File: config.mk
export PLATFORM = sky130hd
export DESIGN_NAME = irq_ctrl
export DESIGN_NICKNAME = d
export VERILOG_FILES = /design/src/rtl/irq_pkg.sv /design/src/rtl/irq_ctrl_mtimer.sv /design/src/rtl/irq_ctrl.sv
export SDC_FILE = /design/constraint.sdc
export NUM_CORES = 1
export LEC_CHECK = 0
export BUFFER_PORTS_ARGS = -buffer_cell sky130_fd_sc_hd__buf_4
export CAP_MARGIN = 20
export CORE_ASPECT_RATIO = 1.4
export CORE_MARGIN = 5
export CORE_UTILIZATION = 60
export CTS_BUF_LIST = sky130_fd_sc_hd__clkbuf_4 sky130_fd_sc_hd__clkbuf_8 sky130_fd_sc_hd__clkbuf_16
export DETAILED_ROUTE_END_ITERATION = 10
export PLACE_DENSITY = 0.88
export RECOVER_POWER = 25
export SLEW_MARGIN = 30
export SYNTH_ARGS = -nofsm -noshare
export SYNTH_HDL_FRONTEND = slang
export SYNTH_SLANG_ARGS = --single-unit
File: constraint.sdc
create_clock -name clk -period 10.5 [get_ports clk]
set_input_delay 2.1 -clock clk [delete_from_list [all_inputs] [get_ports clk]]
set_output_delay 2.1 -clock clk [all_outputs]
set_load 0.05 [all_outputs]
File: src/rtl/irq_pkg.sv
// Shared types and constants for the machine-mode interrupt controller.
package irq_pkg;

    typedef enum logic [1:0] {
        IDLE    = 2'd0,
        PEND    = 2'd1,
        TRAP    = 2'd2,
        HANDLER = 2'd3
    } irq_state_t;

    localparam logic [31:0] CAUSE_MEI = 32'h8000_000B;
    localparam logic [31:0] CAUSE_MTI = 32'h8000_0007;

    localparam logic [1:0] TADDR_CMP_LO  = 2'd0;
    localparam logic [1:0] TADDR_CMP_HI  = 2'd1;
    localparam logic [1:0] TADDR_TIME_LO = 2'd2;
    localparam logic [1:0] TADDR_TIME_HI = 2'd3;

    localparam int MEIP_BIT = 11;
    localparam int MTIP_BIT = 7;

endpackage

File: src/rtl/irq_ctrl_mtimer.sv
// Machine timer: prescaled 64-bit mtime, mtimecmp, register access and mtip compare.
module irq_ctrl_mtimer
    import irq_pkg::*;
#(
    parameter int TIMER_PRESCALE = 1
) (
    input  logic        clk,
    input  logic        rst,
    input  logic        timer_we,
    input  logic [1:0]  timer_addr,
    input  logic [31:0] timer_wdata,
    output logic [31:0] timer_rdata,
    output logic        mtip
);

    localparam int PW = (TIMER_PRESCALE > 1) ? $clog2(TIMER_PRESCALE) : 1;
    localparam logic [PW-1:0] PRESC_MAX = PW'(TIMER_PRESCALE - 1);

    logic [PW-1:0] presc_q;
    logic [63:0]   mtime_q;
    logic [63:0]   mtimecmp_q;
    logic          tick;

    assign tick = (presc_q == PRESC_MAX);

    // A software write to either mtime half suppresses that cycle's increment.
    always_ff @(posedge clk or posedge rst) begin
        if (rst) begin
            presc_q    <= '0;
            mtime_q    <= '0;
            mtimecmp_q <= '1;
        end else begin
            presc_q <= tick ? '0 : presc_q + 1'b1;
            if (timer_we && timer_addr == TADDR_CMP_LO) mtimecmp_q[31:0]  <= timer_wdata;
            if (timer_we && timer_addr == TADDR_CMP_HI) mtimecmp_q[63:32] <= timer_wdata;
            if (timer_we && timer_addr == TADDR_TIME_LO) begin
                mtime_q[31:0] <= timer_wdata;
            end else if (timer_we && timer_addr == TADDR_TIME_HI) begin
                mtime_q[63:32] <= timer_wdata;
            end else if (tick) begin
                mtime_q <= mtime_q + 64'd1;
            end
        end
    end

    always_comb begin
        timer_rdata = '0;
        case (timer_addr)
            TADDR_CMP_LO:  timer_rdata = mtimecmp_q[31:0];
            TADDR_CMP_HI:  timer_rdata = mtimecmp_q[63:32];
            TADDR_TIME_LO: timer_rdata = mtime_q[31:0];
            TADDR_TIME_HI: timer_rdata = mtime_q[63:32];
            default:       timer_rdata = '0;
        endcase
    end

    assign mtip = (mtime_q >= mtimecmp_q);

endmodule

File: src/rtl/irq_ctrl.sv
// Machine-mode interrupt controller: external line synchroniser, timer, enable gating
// and the trap sequencing FSM feeding the CSR file and PC mux.
//
// state   | meaning
// IDLE    | no enabled request
// PEND    | request seen, waiting for an unstalled valid instruction
// TRAP    | one-cycle trap pulse, trap_pc/mcause already captured
// HANDLER | in handler, no nesting until MRET
module irq_ctrl
    import irq_pkg::*;
#(
    parameter logic [31:0] TRAP_VEC       = 32'h0000_0100,
    parameter int          TIMER_PRESCALE = 1,
    parameter int          SYNC_STAGES    = 2
) (
    input  logic        clk,
    input  logic        rst,
    input  logic        ext_irq,
    input  logic        mstatus_mie,
    input  logic        mie_meie,
    input  logic        mie_mtie,
    input  logic        inst_valid,
    input  logic        stall,
    input  logic        is_mret,
    input  logic [31:0] pc,
    input  logic        timer_we,
    input  logic [1:0]  timer_addr,
    input  logic [31:0] timer_wdata,
    output logic [31:0] timer_rdata,
    output logic        trap,
    output logic [31:0] trap_pc,
    output logic [31:0] mcause,
    output logic [31:0] trap_vec,
    output logic [31:0] mip_out
);

    irq_state_t             state_q, state_d;
    logic [SYNC_STAGES-1:0] sync_q;
    logic                   meip, mtip;
    logic                   req_ext, req_tmr, req;
    logic                   capture;

    irq_ctrl_mtimer #(
        .TIMER_PRESCALE(TIMER_PRESCALE)
    ) u_mtimer (
        .clk        (clk),
        .rst        (rst),
        .timer_we   (timer_we),
        .timer_addr (timer_addr),
        .timer_wdata(timer_wdata),
        .timer_rdata(timer_rdata),
        .mtip       (mtip)
    );

    always_ff @(posedge clk or posedge rst) begin
        if (rst) sync_q <= '0;
        else     sync_q <= {sync_q[SYNC_STAGES-2:0], ext_irq};
    end

    assign meip    = sync_q[SYNC_STAGES-1];
    assign req_ext = meip & mie_meie;
    assign req_tmr = mtip & mie_mtie;
    assign req     = mstatus_mie & (req_ext | req_tmr);
    assign capture = (state_q == PEND) & req & inst_valid & ~stall;

    always_ff @(posedge clk or posedge rst) begin
        if (rst) state_q <= IDLE;
        else     state_q <= state_d;
    end

    always_comb begin
        state_d = state_q;
        case (state_q)
            IDLE:    if (req) state_d = PEND;
            PEND: begin
                if (!req)         state_d = IDLE;
                else if (capture) state_d = TRAP;
            end
            TRAP:    state_d = HANDLER;
            HANDLER: if (is_mret) state_d = IDLE;
            default: state_d = IDLE;
        endcase
    end

    // External takes priority when both sources are requesting on the capture edge.
    always_ff @(posedge clk or posedge rst) begin
        if (rst) begin
            trap_pc <= '0;
            mcause  <= '0;
        end else if (capture) begin
            trap_pc <= pc;
            mcause  <= req_ext ? CAUSE_MEI : CAUSE_MTI;
        end
    end

    assign trap     = (state_q == TRAP);
    assign trap_vec = TRAP_VEC;

    always_comb begin
        mip_out           = '0;
        mip_out[MEIP_BIT] = meip;
        mip_out[MTIP_BIT] = mtip;
    end

endmodule

==> qor.tcl <==
set qor(core_util_final) 0.688
set qor(cts-resized-gates) 0
set qor(netlist_instances) 1091
set qor(critPathTopFamily) {buffers and inverters}
set qor(post_synth_edffs) 0
set qor(power.leakage_nw) 5.54
set qor(timing.critical_path.to_type) {primary output}
set qor(buffers_added_on_ports) 147
set qor(setup-tns-final_ps) 0
set qor(yosysWarnings) 0
set qor(post_cts_buffers) 0
set qor(synth_area_per_cell_um2) 9.90
set qor(grt_start_max_net_pins) 96
set qor(power.total_mw) 2.81
set qor(fin_crit_ps) 7190
set qor(wl_met3_mm) 2.33
set qor(worst_hold_slack_ps) 426
set qor(routed.top_layer) {met4}
set qor(diodes) 0
set qor(clk_pin_slew_worst_paths_ps) 70
set qor(status) {finished with violations}
set qor(synth_largest_area_cell) {dfrtp_1}
set qor(post_place_cell_area_um2) 11700
set qor(placement.setup.worst_slack_ps) 4830
set qor(num_cts_buffers) 17
set qor(cts_root_buf) {clkbuf_16}
set qor(grt_usage) 0.286
set qor(yosysSeqAreaShare) 0.394
set qor(maximum_resistive_drop_on_vdd_mv) 0.111
set qor(fraction_of_post_synthesis_cell_area_in_the_top_cell_type_by_area) 0.239
set qor(synth_to_final_area_change_pct) 13.7
set qor(report.final.setup_viol) 0
set qor(synthAdderAreaFrac) 0.0753
set qor(ant_nets) 0
set qor(buffers_and_inverters_on_the_worst_path) 2
set qor(rsz0062_at_grt) {no}
set qor(grt_pass1_vias) 8926
set qor(final_nets) 1353
set qor(drt-pass1-iter-count) 5
set qor(proportion_of_synthesized_flip_flops_having_asynchronous_set_or_reset) 1.00
set qor(post_synthesis_sequential_element_count) 167
set qor(insertion_delay_ps) 440
set qor(floorplan.initialDensity) 0.605
set qor(cts.hold.buffers_added) 0
set qor(critical_path_required_ps) 8400
set qor(synth.area.top_cells) {dfrtp_1 24%, dfstp_2 16%, ha_1 7.5%, buf_4 6.7%, mux4_2 6.5%}
set qor(core_area_um2) 17900
set qor(hold_class) {reg2reg}
set qor(post_synth_and_or_nand_nor_area_fraction) 0.147
set qor(fmax_mhz) 139
set qor(die_width_um) 123
set qor(main_combinational_cell_family_by_area_after_synthesis) {simple AND/OR/NAND/NOR gates}
set qor(syn-cell-area_um2) 10800
set qor(grt_overflow) 0
set qor(gp_congestion) 0.922
set qor(cpPeakStageDelay_ps) 1990
set qor(synth.mux.area_fraction) 0.136
set qor(io_pins) 237
set qor(area_fraction_in_compound_gates_after_synthesis) 0.135
set qor(critical_path.slowest_cell) {clkbuf_1}
set qor(avgViaCountPerCell) 6.09
set qor(die_ar_um2) 20800
set qor(final.period_utilization) 0.684
set qor(count_of_cell_types_in_the_netlist) 81
set qor(drt-initial-drc-count) 882
set qor(ctsLongestPathBuffers) 2
set qor(design_area_um2) 12300
set qor(max_cap_violations) 3
set qor(cts_tree) {done}
set qor(cts.htree.levels) 4
set qor(worst-path-max-fanout) 37
set qor(finalWorstSetupSlack_ps) 3310
set qor(timing.critical_path.cells) {clkbuf_1 > mux4_1 > buf_4}
set qor(finalClockSkew_ps) 8.69
set qor(dp_hpwl_mm) 21.4
set qor(critPathLaunchType) {primary input}
set qor(final-hold-violation-count) 0
set qor(pwr_density_cell_nw_per_um2) 229
set qor(synth_ff_type) {dfrtp_1}
set qor(postRouteWirelength_mm) 29.7
set qor(die_height_um) 169
set qor(grt_pass1_wl_mm) 46.5
set qor(timing_worst_setup_path_type) {in2out}
set qor(yosys.area_share.xor_xnor) 0.000811
set qor(cp_data_arrival_time_ps) 5090
set qor(layout_cells_sized_above_1) 0.287
set qor(timing.final.max_slew_violations) 152
set qor(violated_checks) {capacitance limit, slew limit}
set qor(clock_sinks) 167
set qor(met2WireLength_mm) 15.5
set qor(inst_count_dp) 1432
set qor(drt_drc_violations_left) 0
set qor(via_count) 8929
set qor(routedLengthMet1_mm) 10.7
set qor(antenna_found_initial) 0
set qor(avgRoutedWirePerCell_um) 20.2
set qor(post_route_insts_no_fill) 1465
set qor(relSlewSlack) -1.79
set qor(nFillCells) 1326
set qor(fp-row-count) 58
set qor(tightestPinTransition_ps) 4160
==> cell usage after synthesis (3+ instances only) <==
| cell | number |
|---|---|
| a211o_1 | 3 |
| a211oi_1 | 18 |
| a21o_1 | 4 |
| a21oi_1 | 78 |
| a311oi_1 | 10 |
| a41oi_1 | 3 |
| and2_1 | 3 |
| and3_1 | 12 |
| and3_2 | 4 |
| and4_1 | 10 |
| buf_1 | 6 |
| buf_4 | 96 |
| clkbuf_1 | 34 |
| dfrtp_1 | 103 |
| dfstp_2 | 64 |
| ha_1 | 65 |
| inv_1 | 75 |
| mux2_1 | 28 |
| mux2_2 | 37 |
| mux4_2 | 31 |
| nand2_1 | 90 |
| nand2_2 | 3 |
| nand2b_1 | 3 |
| nand3_1 | 28 |
| nand4_1 | 16 |
| nand4_4 | 3 |
| nor2_1 | 83 |
| nor3_1 | 20 |
| o211ai_1 | 3 |
| o21a_1 | 5 |
| o21ai_0 | 72 |
| o22ai_1 | 14 |
| o31ai_1 | 4 |
| or3_1 | 5 |
==> layout by cell type (no fill, tap or decap), types with 28 or more instances in the layout <==
cell / n
mux2_1: 28
nand3_1: 28
nor2_1: 83
mux4_2: 31
ha_1: 65
nand2_1: 89
dfstp_2: 64
o21ai_0: 72
a21oi_1: 78
inv_1: 74
buf_4: 149
dfrtp_1: 103
mux2_2: 37
conb_1: 89
==> sequential cells by signal (all words and copies together) (netlist names), named ones only <==
signal and cells:
state_q 1, u_mtimer.mtimecmp_q 64, sync_q 2, u_mtimer.mtime_q 64, trap_pc 32, mcause 3
==> metal layers <==
layer | vias to the layer above | global-route usage
met2 | 504 | 0.509
met5 | - | 0
met4 | 0 | 0.135
li1 | 4000 | -
met1 | 4336 | 0.334
met3 | 89 | 0.0438
==> power by group <==
part / leakage, nW / internal (mW) / switching, mW
clock network: 0.290 / 0.361 / 0.292
logic: 3.39 / 0.399 / 0.762
registers: 1.87 / 0.831 / 0.165
==> final timing paths <==
path / startpoint / to / slack [ps] / cells past startpoint
setup / recovery: timer_addr[1] / timer_rdata[12] / 3310 / 3
hold / removal: sync_q[0] / sync_q[1] / 430 / 0
setup reg to reg: u_mtimer.mtimecmp_q[63] / trap_pc[28] / 6150 / 9
hold reg to reg: sync_q[0] / sync_q[1] / 430 / 0
max in group asynchronous: rst / u_mtimer.mtime_q[63] / 5690 / 3
min in group asynchronous: rst / trap_pc[15] / 2920 / 2
==> worst register-to-register path, stage by stage (launching register included) <==
cell,delay [ps]
dfstp_2,540
inv_1,40
ha_1,310
nand4_1,290
nor4_1,680
and4_1,330
nor4b_1,630
a2111oi_2,210
nor2_4,770
mux2_2,420
==> logic make-up after synthesis <==
family / after synthesis
adder cells (fa/ha/maj): 65
AO/OA/AOI/OAI: 239
multiplexers: 98
XOR/XNOR: 1
other: 2
buffers and inverters: 214
flip-flops: 167
AND/OR/NAND/NOR: 305
==> layout make-up <==
type,instances,area [um^2],share of cell area
Sequential cell,167,4260,0.347
Tap cell,240,300,0.0245
Inverter,75,283,0.0230
Clock buffer,17,425,0.0346
Multi-Input combinational cell,797,5670,0.462
Timing Repair Buffer,154,1160,0.0948
Clock inverter,15,180,0.0147
(Power assumes the default switching activity.)
